## src/rtl/riscv_hazard_ctrl_if.sv

```systemverilog
// Hazard-unit bus between the pipeline (master) and riscv_hazard_ctrl (slave).
// Carries D/E/M/B operand info in and per-stage stall/flush/forward controls out.
interface riscv_hazard_ctrl_if #(
  parameter int NSRC   = 2,
  parameter int REG_AW = 5,
  parameter int MC_W   = 6,
  parameter int CNT_W  = 32
);
  logic [NSRC-1:0]        i_src_enD;
  logic [NSRC*REG_AW-1:0] i_src_addrD;
  logic [NSRC-1:0]        i_src_enE;
  logic [NSRC*REG_AW-1:0] i_src_addrE;
  logic                   i_dst_wenE, i_dst_wenM, i_dst_wenB;
  logic [REG_AW-1:0]      i_dst_addrE, i_dst_addrM, i_dst_addrB;
  logic                   i_loadE;
  logic                   i_jalD;
  logic                   i_ex_branchE;
  logic                   i_bus_stallM;
  logic                   i_mc_startE;
  logic [MC_W-1:0]        i_mc_lat;
  logic                   o_stallF, o_stallFD, o_stallDE, o_stallEM, o_stallMB;
  logic                   o_flushFD, o_flushDE, o_flushEM, o_flushMB;
  logic [2*NSRC-1:0]      o_fwd_sel;
  logic                   o_mc_busy;
  logic [CNT_W-1:0]       o_perf_stall_cnt, o_perf_flush_cnt;

  modport master (
    output i_src_enD, i_src_addrD, i_src_enE, i_src_addrE,
           i_dst_wenE, i_dst_wenM, i_dst_wenB,
           i_dst_addrE, i_dst_addrM, i_dst_addrB,
           i_loadE, i_jalD, i_ex_branchE, i_bus_stallM, i_mc_startE, i_mc_lat,
    input  o_stallF, o_stallFD, o_stallDE, o_stallEM, o_stallMB,
           o_flushFD, o_flushDE, o_flushEM, o_flushMB,
           o_fwd_sel, o_mc_busy, o_perf_stall_cnt, o_perf_flush_cnt
  );

  modport slave (
    input  i_src_enD, i_src_addrD, i_src_enE, i_src_addrE,
           i_dst_wenE, i_dst_wenM, i_dst_wenB,
           i_dst_addrE, i_dst_addrM, i_dst_addrB,
           i_loadE, i_jalD, i_ex_branchE, i_bus_stallM, i_mc_startE, i_mc_lat,
    output o_stallF, o_stallFD, o_stallDE, o_stallEM, o_stallMB,
           o_flushFD, o_flushDE, o_flushEM, o_flushMB,
           o_fwd_sel, o_mc_busy, o_perf_stall_cnt, o_perf_flush_cnt
  );
endinterface

```

## src/rtl/riscv_hazard_ctrl.sv

```systemverilog
// Hazard/scheduling unit for the 5-stage core: forwarding, load-use, mul/div and bus stalls,
// pending branch flush. Optional perf counters enabled by defining HAZARD_PERF_EN.
module riscv_hazard_ctrl #(
  parameter int NSRC   = 2,
  parameter int REG_AW = 5,
  parameter int MC_W   = 6,
  parameter int CNT_W  = 32
) (
  input  logic                clk,
  input  logic                rst_n,
  riscv_hazard_ctrl_if.slave  hz
);

  logic [MC_W-1:0]   mc_cnt_q, mc_cnt_d;
  logic              pend_flush_q, pend_flush_d;
  logic              ld_use, mc_busy;
  logic [4:0]        stall_v;
  logic [3:0]        flush_v;
  logic [2*NSRC-1:0] fwd_v;

  function automatic logic hit(input logic en, input logic [REG_AW-1:0] addr,
                               input logic wen, input logic [REG_AW-1:0] dst);
    return en & (addr != '0) & wen & (dst == addr);
  endfunction

  always_comb begin
    ld_use = 1'b0;
    fwd_v  = '0;
    for (int k = 0; k < NSRC; k++) begin
      if (hz.i_loadE && hit(hz.i_src_enD[k], hz.i_src_addrD[k*REG_AW +: REG_AW],
                            hz.i_dst_wenE, hz.i_dst_addrE))
        ld_use = 1'b1;
      if (hit(hz.i_src_enE[k], hz.i_src_addrE[k*REG_AW +: REG_AW], hz.i_dst_wenM, hz.i_dst_addrM))
        fwd_v[2*k +: 2] = 2'b01;
      else if (hit(hz.i_src_enE[k], hz.i_src_addrE[k*REG_AW +: REG_AW], hz.i_dst_wenB, hz.i_dst_addrB))
        fwd_v[2*k +: 2] = 2'b10;
    end
    if (!rst_n) fwd_v = '0;
  end

  // Busy already in the start cycle so the op is held for exactly i_mc_lat cycles.
  assign mc_busy = rst_n & ((hz.i_mc_startE & (hz.i_mc_lat != '0) & (mc_cnt_q == '0))
                            | (mc_cnt_q != '0));

  // stall_v = {F, FD, DE, EM, MB}; flush_v = {FD, DE, EM, MB}
  always_comb begin
    stall_v      = 5'b0;
    flush_v      = 4'b0;
    pend_flush_d = pend_flush_q;
    mc_cnt_d     = mc_cnt_q;
    if (hz.i_bus_stallM) begin
      stall_v = 5'b11110;
      flush_v = 4'b0001;
      if (hz.i_ex_branchE) pend_flush_d = 1'b1;
    end else if (mc_busy) begin
      stall_v = 5'b11100;
      flush_v = 4'b0010;
    end else if (hz.i_ex_branchE || pend_flush_q) begin
      flush_v      = 4'b1100;
      pend_flush_d = 1'b0;
    end else if (ld_use) begin
      stall_v = 5'b11000;
      flush_v = 4'b0100;
    end else if (hz.i_jalD) begin
      flush_v = 4'b1000;
    end
    if (!hz.i_bus_stallM) begin
      if (mc_cnt_q != '0)
        mc_cnt_d = mc_cnt_q - MC_W'(1);
      else if (hz.i_mc_startE && hz.i_mc_lat != '0)
        mc_cnt_d = hz.i_mc_lat - MC_W'(1);
    end
    if (!rst_n) begin
      stall_v = 5'b0;
      flush_v = 4'b0;
    end
  end

  always_ff @(posedge clk or negedge rst_n) begin
    if (!rst_n) begin
      mc_cnt_q     <= '0;
      pend_flush_q <= 1'b0;
    end else begin
      mc_cnt_q     <= mc_cnt_d;
      pend_flush_q <= pend_flush_d;
    end
  end

  assign {hz.o_stallF, hz.o_stallFD, hz.o_stallDE, hz.o_stallEM, hz.o_stallMB} = stall_v;
  assign {hz.o_flushFD, hz.o_flushDE, hz.o_flushEM, hz.o_flushMB}             = flush_v;
  assign hz.o_fwd_sel = fwd_v;
  assign hz.o_mc_busy = mc_busy;

`ifdef HAZARD_PERF_EN
  logic [CNT_W-1:0] perf_stall_q, perf_stall_d, perf_flush_q, perf_flush_d;

  // Saturating counters, cleared only by reset.
  always_comb begin
    perf_stall_d = perf_stall_q;
    perf_flush_d = perf_flush_q;
    if (stall_v[4] && perf_stall_q != '1) perf_stall_d = perf_stall_q + CNT_W'(1);
    if ((|flush_v) && perf_flush_q != '1) perf_flush_d = perf_flush_q + CNT_W'(1);
  end

  always_ff @(posedge clk or negedge rst_n) begin
    if (!rst_n) begin
      perf_stall_q <= '0;
      perf_flush_q <= '0;
    end else begin
      perf_stall_q <= perf_stall_d;
      perf_flush_q <= perf_flush_d;
    end
  end

  assign hz.o_perf_stall_cnt = perf_stall_q;
  assign hz.o_perf_flush_cnt = perf_flush_q;
`else
  assign hz.o_perf_stall_cnt = {CNT_W{1'b0}};
  assign hz.o_perf_flush_cnt = {CNT_W{1'b0}};
`endif

endmodule

```

## src/flat_wrapper.sv

```systemverilog
// flat-port wrapper written by rule: the top's interface ports become plain ports
module riscv_hazard_ctrl_flat 
#(
  parameter int NSRC   = 2,
  parameter int REG_AW = 5,
  parameter int MC_W   = 6,
  parameter int CNT_W  = 32
)
  (clk, rst_n, hz_i_src_enD, hz_i_src_addrD, hz_i_src_enE, hz_i_src_addrE, hz_i_dst_wenE, hz_i_dst_wenM, hz_i_dst_wenB, hz_i_dst_addrE, hz_i_dst_addrM, hz_i_dst_addrB, hz_i_loadE, hz_i_jalD, hz_i_ex_branchE, hz_i_bus_stallM, hz_i_mc_startE, hz_i_mc_lat, hz_o_stallF, hz_o_stallFD, hz_o_stallDE, hz_o_stallEM, hz_o_stallMB, hz_o_flushFD, hz_o_flushDE, hz_o_flushEM, hz_o_flushMB, hz_o_fwd_sel, hz_o_mc_busy, hz_o_perf_stall_cnt, hz_o_perf_flush_cnt);
  riscv_hazard_ctrl_if #(.NSRC(NSRC), .REG_AW(REG_AW), .MC_W(MC_W), .CNT_W(CNT_W)) hz_i ();
  input  logic clk;
  input  logic rst_n;
  input wire logic [$bits(hz_i.i_src_enD)-1:0] hz_i_src_enD;
  input wire logic [$bits(hz_i.i_src_addrD)-1:0] hz_i_src_addrD;
  input wire logic [$bits(hz_i.i_src_enE)-1:0] hz_i_src_enE;
  input wire logic [$bits(hz_i.i_src_addrE)-1:0] hz_i_src_addrE;
  input wire logic [$bits(hz_i.i_dst_wenE)-1:0] hz_i_dst_wenE;
  input wire logic [$bits(hz_i.i_dst_wenM)-1:0] hz_i_dst_wenM;
  input wire logic [$bits(hz_i.i_dst_wenB)-1:0] hz_i_dst_wenB;
  input wire logic [$bits(hz_i.i_dst_addrE)-1:0] hz_i_dst_addrE;
  input wire logic [$bits(hz_i.i_dst_addrM)-1:0] hz_i_dst_addrM;
  input wire logic [$bits(hz_i.i_dst_addrB)-1:0] hz_i_dst_addrB;
  input wire logic [$bits(hz_i.i_loadE)-1:0] hz_i_loadE;
  input wire logic [$bits(hz_i.i_jalD)-1:0] hz_i_jalD;
  input wire logic [$bits(hz_i.i_ex_branchE)-1:0] hz_i_ex_branchE;
  input wire logic [$bits(hz_i.i_bus_stallM)-1:0] hz_i_bus_stallM;
  input wire logic [$bits(hz_i.i_mc_startE)-1:0] hz_i_mc_startE;
  input wire logic [$bits(hz_i.i_mc_lat)-1:0] hz_i_mc_lat;
  output wire logic [$bits(hz_i.o_stallF)-1:0] hz_o_stallF;
  output wire logic [$bits(hz_i.o_stallFD)-1:0] hz_o_stallFD;
  output wire logic [$bits(hz_i.o_stallDE)-1:0] hz_o_stallDE;
  output wire logic [$bits(hz_i.o_stallEM)-1:0] hz_o_stallEM;
  output wire logic [$bits(hz_i.o_stallMB)-1:0] hz_o_stallMB;
  output wire logic [$bits(hz_i.o_flushFD)-1:0] hz_o_flushFD;
  output wire logic [$bits(hz_i.o_flushDE)-1:0] hz_o_flushDE;
  output wire logic [$bits(hz_i.o_flushEM)-1:0] hz_o_flushEM;
  output wire logic [$bits(hz_i.o_flushMB)-1:0] hz_o_flushMB;
  output wire logic [$bits(hz_i.o_fwd_sel)-1:0] hz_o_fwd_sel;
  output wire logic [$bits(hz_i.o_mc_busy)-1:0] hz_o_mc_busy;
  output wire logic [$bits(hz_i.o_perf_stall_cnt)-1:0] hz_o_perf_stall_cnt;
  output wire logic [$bits(hz_i.o_perf_flush_cnt)-1:0] hz_o_perf_flush_cnt;
  assign hz_i.i_src_enD = hz_i_src_enD;
  assign hz_i.i_src_addrD = hz_i_src_addrD;
  assign hz_i.i_src_enE = hz_i_src_enE;
  assign hz_i.i_src_addrE = hz_i_src_addrE;
  assign hz_i.i_dst_wenE = hz_i_dst_wenE;
  assign hz_i.i_dst_wenM = hz_i_dst_wenM;
  assign hz_i.i_dst_wenB = hz_i_dst_wenB;
  assign hz_i.i_dst_addrE = hz_i_dst_addrE;
  assign hz_i.i_dst_addrM = hz_i_dst_addrM;
  assign hz_i.i_dst_addrB = hz_i_dst_addrB;
  assign hz_i.i_loadE = hz_i_loadE;
  assign hz_i.i_jalD = hz_i_jalD;
  assign hz_i.i_ex_branchE = hz_i_ex_branchE;
  assign hz_i.i_bus_stallM = hz_i_bus_stallM;
  assign hz_i.i_mc_startE = hz_i_mc_startE;
  assign hz_i.i_mc_lat = hz_i_mc_lat;
  assign hz_o_stallF = hz_i.o_stallF;
  assign hz_o_stallFD = hz_i.o_stallFD;
  assign hz_o_stallDE = hz_i.o_stallDE;
  assign hz_o_stallEM = hz_i.o_stallEM;
  assign hz_o_stallMB = hz_i.o_stallMB;
  assign hz_o_flushFD = hz_i.o_flushFD;
  assign hz_o_flushDE = hz_i.o_flushDE;
  assign hz_o_flushEM = hz_i.o_flushEM;
  assign hz_o_flushMB = hz_i.o_flushMB;
  assign hz_o_fwd_sel = hz_i.o_fwd_sel;
  assign hz_o_mc_busy = hz_i.o_mc_busy;
  assign hz_o_perf_stall_cnt = hz_i.o_perf_stall_cnt;
  assign hz_o_perf_flush_cnt = hz_i.o_perf_flush_cnt;
  riscv_hazard_ctrl #(.NSRC(NSRC), .REG_AW(REG_AW), .MC_W(MC_W), .CNT_W(CNT_W)) u_core (.clk(clk), .rst_n(rst_n), .hz(hz_i));
endmodule
```

## config.mk

```make
export PLATFORM = sky130hd
export DESIGN_NAME = riscv_hazard_ctrl_flat
export DESIGN_NICKNAME = d
export VERILOG_FILES = /design/src/rtl/riscv_hazard_ctrl_if.sv /design/src/rtl/riscv_hazard_ctrl.sv /design/src/flat_wrapper.sv
export SDC_FILE = /design/constraint.sdc
export NUM_CORES = 1
export LEC_CHECK = 0
export BUFFER_PORTS_ARGS = -buffer_cell sky130_fd_sc_hd__buf_2
export CORE_MARGIN = 1
export CORE_UTILIZATION = 41
export CTS_CLUSTER_DIAMETER = 50
export DETAILED_ROUTE_END_ITERATION = 6
export HOLD_SLACK_MARGIN = 0.03
export PLACE_DENSITY = 0.87
export SLEW_MARGIN = 20
export SYNTH_ARGS = -nofsm -noshare
export SYNTH_HDL_FRONTEND = slang
export SYNTH_SLANG_ARGS = --single-unit
```

## constraint.sdc

```tcl
create_clock -name clk -period 4.1 [get_ports clk]
set_clock_uncertainty 0.1 [all_clocks]
set_input_delay 0.41 -clock clk [delete_from_list [all_inputs] [get_ports clk]]
set_output_delay 0.41 -clock clk [all_outputs]
set_load 0.01 [all_outputs]
```

==> flow_metrics.env, run 1 <==
export IMPL_nets=318
export IMPL_ys_top_cells_by_area="buf_4 34%, dfrtp_1 12%, xnor2_1 8.3%"
export IMPL_slew_violations=0
export IMPL_synthAdderAreaFrac_pct=0.848
export IMPL_globalplace_congestion=0.912
export IMPL_vias=1388
export IMPL_run_status="finished clean"
export IMPL_firstDrtPassIters=4
export IMPL_drtIter0Drc=64
export IMPL_port_buffers=67
export IMPL_cts_sinks=7
export IMPL_place_inst=302
export IMPL_wirelength_um=3120
export IMPL_power_leakage_nw=0.833
export IMPL_synth_top_area_share_pct=34.1
export IMPL_post_route_period_util_pct=67.7
export IMPL_timing_hold_violations_final=0
export IMPL_initial_core_util_pct=43.5
export IMPL_grt_max_degree=18
export IMPL_numCtsBuffers=3
export IMPL_whs_ns=0.278
export IMPL_syn_cell_area_sq_mm=0.00148
export IMPL_multiInputGateArea_sq_mm=0.00101
export IMPL_diodes=0
export IMPL_hold_class="input pin to register"
export IMPL_required_ns=3.59
export IMPL_setup_violations=0
export IMPL_cts_tree="built"
export IMPL_cts_buffer_depth=2
export IMPL_yosys_area_share_simple_pct=20.4
export IMPL_core_rowCount=21
export IMPL_core_area_sq_mm=0.00339
export IMPL_dp_final_hpwl_um=2810
export IMPL_synth_xor_area_share_pct=16.6
export IMPL_muxShareOfSynthArea_pct=0
export IMPL_rsz0062_at_grt="no"
export IMPL_routedWlPerCell_um=10.1
export IMPL_ant_nets=0
export IMPL_yosys_most_used_dff="dfrtp_1"
export IMPL_end_kind="primary output"
export IMPL_fin_area_sq_mm=0.00163
export IMPL_cts_max_level=1
export IMPL_synth_edf_count=0
export IMPL_yosys_warnings=0
export IMPL_ir_drop_v=0.000108
export IMPL_synth_top_area_cell="buf_4"
export IMPL_max_slew_margin_pct=60.9
export IMPL_drive_above_1_share_pct=28.4
export IMPL_layout_cells_non_filler=307
export IMPL_grt_pass1_vias=1162
export IMPL_fin_ws_ns=1.32
export IMPL_tightestPinTransition_ns=0.586
export IMPL_syn_inst=195
export IMPL_grt_pass1_wl_um=4580
export IMPL_crit_type="register to primary output"
export IMPL_ys_seq_elements=7
export IMPL_die_area_sq_mm=0.00384
export IMPL_synth_compound_area_share_pct=14.3
export IMPL_arrival_ns=2.27
export IMPL_cap_violations=0
export IMPL_drt_vias_per_instance=4.52
export IMPL_place_ws_ns=1.63
export IMPL_async_reset_ff_share_pct=100
export IMPL_grt_use_total_pct=16.0
export IMPL_max_freq_mhz=360
export IMPL_synth_top_family_by_area="buffers and inverters"
export IMPL_syn_area_per_cell_sq_um=7.56
export IMPL_synth_cell_types=38
export IMPL_die_height_um=62.0
export IMPL_final_setup_tns_ns=0
export IMPL_synth_seq_area_share_pct=11.9
export IMPL_power_density_mw_per_mm2=268
export IMPL_critPathMaxFanout=10
export IMPL_seq_area_sq_um=175
export IMPL_post_dp_cell_area_sq_mm=0.00159
export IMPL_cp_start_kind="register"
export IMPL_n_fill_cell=343
export IMPL_clk_latency_ns=0.26
export IMPL_dieWidth_um=62.0
export IMPL_antenna_found_initial=0
export IMPL_clock_root_buffer="clkbuf_4"
export IMPL_path_clk_slew_ns=0.06
export IMPL_layout_min_cycle_time_ns=2.78
export IMPL_syn_to_final_growth_pct=10.4
export IMPL_post_cts_buffers=0
export IMPL_grt_remaining_overflow=0
export IMPL_route_detailed_drc=0
export IMPL_io_pins=133
## routing by layer
metal	part of all wire, %	routed length, um	track usage (%)
met1	36	1120	17.4
met2	55	1700	30.4
met3	7.8	243	1.66
met4	1.6	51	7.62
met5	0	0	0
## path summary, 6_finish.rpt
check                                                start                               to  slack, ns  cells past startpoint
min in group asynchronous                            rst_n   u_core.mc_cnt_q[5]$_DFFE_PN0P_       0.47                      2
setup / recovery            u_core.mc_cnt_q[0]$_DFFE_PN0P_                     hz_o_flushFD       1.32                      6
setup reg to reg            u_core.mc_cnt_q[0]$_DFFE_PN0P_   u_core.mc_cnt_q[4]$_DFFE_PN0P_       1.68                      9
hold / removal                             hz_i_ex_branchE  u_core.pend_flush_q$_DFFE_PN0P_       0.28                      3
max in group asynchronous                            rst_n   u_core.mc_cnt_q[1]$_DFFE_PN0P_       3.18                      2
hold reg to reg            u_core.pend_flush_q$_DFFE_PN0P_  u_core.pend_flush_q$_DFFE_PN0P_       0.42                      2
## state kept, by name, indices dropped and copies added (netlist names)
signal / flops
u_core.pend_flush_q: 1
u_core.mc_cnt_q: 6
## metrics by stage
stage	utilization, %	total power [W]
final	48.1	0.000437
after global routing	48.1	0.000487
after CTS	48.1	0.000437
after detailed placement	47.0	0.000369
after global placement	47.0	0.000360
after floorplan	-	0.000338
## where the power goes
| part | switching [W] | internal [W] | total, W |
|---|---|---|---|
| Combinational | 0.000139 | 0.0000981 | 0.000237 |
| Clock | 0.0000286 | 0.0000374 | 0.0000659 |
| Sequential | 0.0000346 | 0.0000997 | 0.000134 |
| Total | 0.000202 | 0.000235 | 0.000437 |
## repair_timing
| action | CTS | global route |
|---|---|---|
| hold buffers | 1 | 0 |
| resized for setup | 0 | 0 |
| hold endpoints to repair | 7 | 0 |
## cell usage after synthesis (all sizes together), types with 2 or more instances
cell and n:
a21oi 4, a31oi 2, and2 4, buf 68, clkbuf 2, dfrtp 7, inv 3, nand2 11
nand3 2, nand4 6, nor2 6, nor2b 2, nor3 6, nor4 4, o2111ai 2, o21ai 13
o31ai 2, or3 3, or4 6, xnor2 14, xor2 14
## placed cells by master (no fill, tap or decap), types with 5 or more instances in the layout
cell type and instances:
conb_1 65, dfrtp_1 7, xnor2_1 14, nor3_1 6
nor2_1 6, or4_1 5, nand4_1 6, nand2_1 11
xor2_1 14, buf_2 67, o21ai_0 13
## logic make-up (layout without fill, tap and decap cells)
family | count (synthesis) | count (layout)
simple gates | 54 | 54
buf+inv | 73 | 75
other cells | 1 | 65
xor+xnor | 28 | 28
flops | 7 | 7
fa+ha+maj | 1 | 1
compound gates | 31 | 31
## area by class of cell
type / instances / area share (%)
multi-input cells: 179 / 62.2
well taps: 46 / 3.53
flip-flops and latches: 7 / 10.8
repair buffers: 68 / 21.2
inverters: 3 / 0.691
clock buffers: 4 / 1.61
## worst max-delay path: stages, from the launching register on
cell	delay (ns)
dfrtp_1	0.41
or3_1	0.42
nor2b_1	0.49
nor2b_1	0.30
nand4_1	0.12
nor2_1	0.12
buf_2	0.13
Note: power is estimated with default switching activity, not from simulation.
==> run 2: changes to the inputs <==
--- a/config.mk
+++ b/config.mk
@@ -7,11 +7,11 @@
 export LEC_CHECK = 0
 export BUFFER_PORTS_ARGS = -buffer_cell sky130_fd_sc_hd__buf_2
 export CORE_MARGIN = 1
-export CORE_UTILIZATION = 41
+export CORE_UTILIZATION = 38
 export CTS_CLUSTER_DIAMETER = 50
 export DETAILED_ROUTE_END_ITERATION = 6
 export HOLD_SLACK_MARGIN = 0.03
-export PLACE_DENSITY = 0.87
+export PLACE_DENSITY = 0.81
 export SLEW_MARGIN = 20
 export SYNTH_ARGS = -nofsm -noshare
 export SYNTH_HDL_FRONTEND = slang
==> constraint.sdc (replaced) <==
create_clock -name clk -period 2.8 [get_ports clk]
set_clock_uncertainty 0.1 [all_clocks]
set_input_delay 0.28 -clock clk [delete_from_list [all_inputs] [get_ports clk]]
set_output_delay 0.28 -clock clk [all_outputs]
set_load 0.01 [all_outputs]
==> flow_metrics.env, run 2 (synthesis results as in run 1) <==
export IMPL_drive_above_1_share_pct=28.4
export IMPL_top_register="u_core.mc_cnt_q"
export IMPL_antenna_found_initial=0
export IMPL_die_area_sq_mm=0.00414
export IMPL_final_common_cell="buf_2"
export IMPL_cts_tree="built"
export IMPL_cts_sinks=7
export IMPL_n_fill_cell=389
export IMPL_nets=318
export IMPL_slowest_stage="nor2b_1"
export IMPL_fin_area_sq_mm=0.00165
export IMPL_slew_violations=0
export IMPL_rsz0062_at_grt="no"
export IMPL_most_common_layout_cells="67 x buf_2, 65 x conb_1, 14 x xnor2_1, 14 x xor2_1, 13 x o21ai_0"
export IMPL_fin_ws_ns=0.143
export IMPL_post_route_period_util_pct=94.9
export IMPL_dp_final_hpwl_um=2790
export IMPL_required_ns=2.42
export IMPL_ir_drop_v=0.000146
export IMPL_setup_violations=0
export IMPL_grt_use_total_pct=15.6
export IMPL_cp_start_kind="register"
export IMPL_firstDrtPassIters=4
export IMPL_crit_type="register to primary output"
export IMPL_end_kind="primary output"
export IMPL_hold_class="input pin to register"
export IMPL_cts_max_level=1
export IMPL_grt_max_degree=18
export IMPL_critPathMaxFanout=10
export IMPL_max_slew_margin_pct=58.3
export IMPL_cap_violations=0
export IMPL_place_ws_ns=0.363
export IMPL_port_buffers=67
export IMPL_initial_core_util_pct=40.0
export IMPL_max_freq_mhz=376
export IMPL_seq_area_sq_um=175
export IMPL_grt_remaining_overflow=0
export IMPL_grt_pass1_vias=1185
export IMPL_layout_min_cycle_time_ns=2.66
export IMPL_path_clk_slew_ns=0.04
export IMPL_drtIter0Drc=81
export IMPL_crit_chain="or3_1, nor2b_1, nor2b_1, nand4_1, nor2_1, buf_2"
export IMPL_diodes=0
export IMPL_final_setup_tns_ns=0
export IMPL_clock_root_buffer="clkbuf_8"
export IMPL_globalplace_congestion=0.894
export IMPL_timing_hold_violations_final=0
export IMPL_clk_latency_ns=0.24
export IMPL_vias=1383
export IMPL_largest_reg_flops=6
export IMPL_arrival_ns=2.28
export IMPL_multiInputGateArea_sq_mm=0.00101
export IMPL_cp_common_cell="nor2b_1"
export IMPL_top_regs="u_core.mc_cnt_q (6), u_core.pend_flush_q (1)"
export IMPL_numCtsBuffers=3
export IMPL_die_height_um=64.3
export IMPL_grt_pass1_wl_um=4980
export IMPL_cts_buffer_depth=2
export IMPL_core_area_sq_mm=0.00369
export IMPL_drt_vias_per_instance=4.48
export IMPL_power_leakage_nw=0.841
export IMPL_tightestPinTransition_ns=0.625
export IMPL_run_status="finished clean"
export IMPL_ctsResizeCount=0
export IMPL_io_pins=133
export IMPL_routedWlPerCell_um=10.4
export IMPL_ant_nets=0
export IMPL_post_dp_cell_area_sq_mm=0.00160
export IMPL_dieWidth_um=64.3
export IMPL_power_density_mw_per_mm2=422
export IMPL_wirelength_um=3230
export IMPL_max_stage_delay_ns=0.52
export IMPL_route_detailed_drc=0
export IMPL_core_rowCount=22
export IMPL_syn_to_final_growth_pct=11.9
==> run 2: cell counts in the layout (fill, tap and decap cells not counted) <==
Identical to the previous run, type by type.
==> run 2: path summary, 6_finish.rpt <==
| check | start | end | depth (start not counted) | slack (ns) |
|---|---|---|---|---|
| worst min register to register | u_core.mc_cnt_q[0]$_DFFE_PN0P_ | u_core.mc_cnt_q[0]$_DFFE_PN0P_ | 2 | 0.43 |
| worst max-delay path | u_core.mc_cnt_q[0]$_DFFE_PN0P_ | hz_o_flushFD | 6 | 0.14 |
| min in group asynchronous | rst_n | u_core.mc_cnt_q[3]$_DFFE_PN0P_ | 2 | 0.37 |
| max in group asynchronous | rst_n | u_core.mc_cnt_q[0]$_DFFE_PN0P_ | 2 | 1.99 |
| worst min-delay path | hz_i_ex_branchE | u_core.pend_flush_q$_DFFE_PN0P_ | 3 | 0.17 |
| worst max register to register | u_core.mc_cnt_q[0]$_DFFE_PN0P_ | u_core.mc_cnt_q[4]$_DFFE_PN0P_ | 9 | 0.35 |
==> run 2: per-layer routing <==
| layer | vias to the layer above | wire [um] | GRT usage [%] |
|---|---|---|---|
| met1 | 619 | 1170 | 16.3 |
| met5 | - | 0 | 0 |
| met2 | 82 | 1740 | 30.0 |
| met3 | 5 | 255 | 1.43 |
| met4 | 0 | 59 | 8.61 |
| li1 | 677 | - | - |
==> run 2: power breakdown <==
part,leakage [nW],internal (W),total (W),switching [W]
Combinational,0.733,0.000143,0.000351,0.000208
Clock,0.0228,0.0000993,0.000152,0.0000527
Sequential,0.0852,0.000146,0.000194,0.0000476
Total,0.841,0.000389,0.000697,0.000309
==> run 2: through the flow <==
stage | instances | total power (W) | hold WS, ns | util [%]
2_1_floorplan | 259 | 0.000495 | -0.116 | -
3_3_place_gp | 304 | 0.000529 | 0.0893 | 43.2
3_5_place_dp | 304 | 0.000542 | 0.0942 | 43.2
4_1_cts | 309 | 0.000698 | 0.171 | 44.7
5_1_grt | 309 | 0.000765 | 0.203 | 44.7
6_report | 309 | 0.000697 | 0.172 | 44.7
==> run 2: cell type report <==
class | count | share of cell area (%)
multi-input combinational | 179 | 61.4
sequential | 7 | 10.6
timing repair buffer | 68 | 20.9
clock buffer | 4 | 2.73
tap | 48 | 3.64
inverter | 3 | 0.682
==> run 2: worst max-delay path: cells and delay by family, from the launching register on <==
family                 cells  cell delay [ns]
AND/OR/NAND/NOR            5             1.51
flip-flops                 1             0.40
buffers and inverters      1             0.13
==> run 2: repair_timing <==
action / CTS / global route
hold buffers: 1 / 0
setup endpoints to repair: 0 / 0
hold endpoints to repair: 7 / 0
setup buffers: 0 / 0
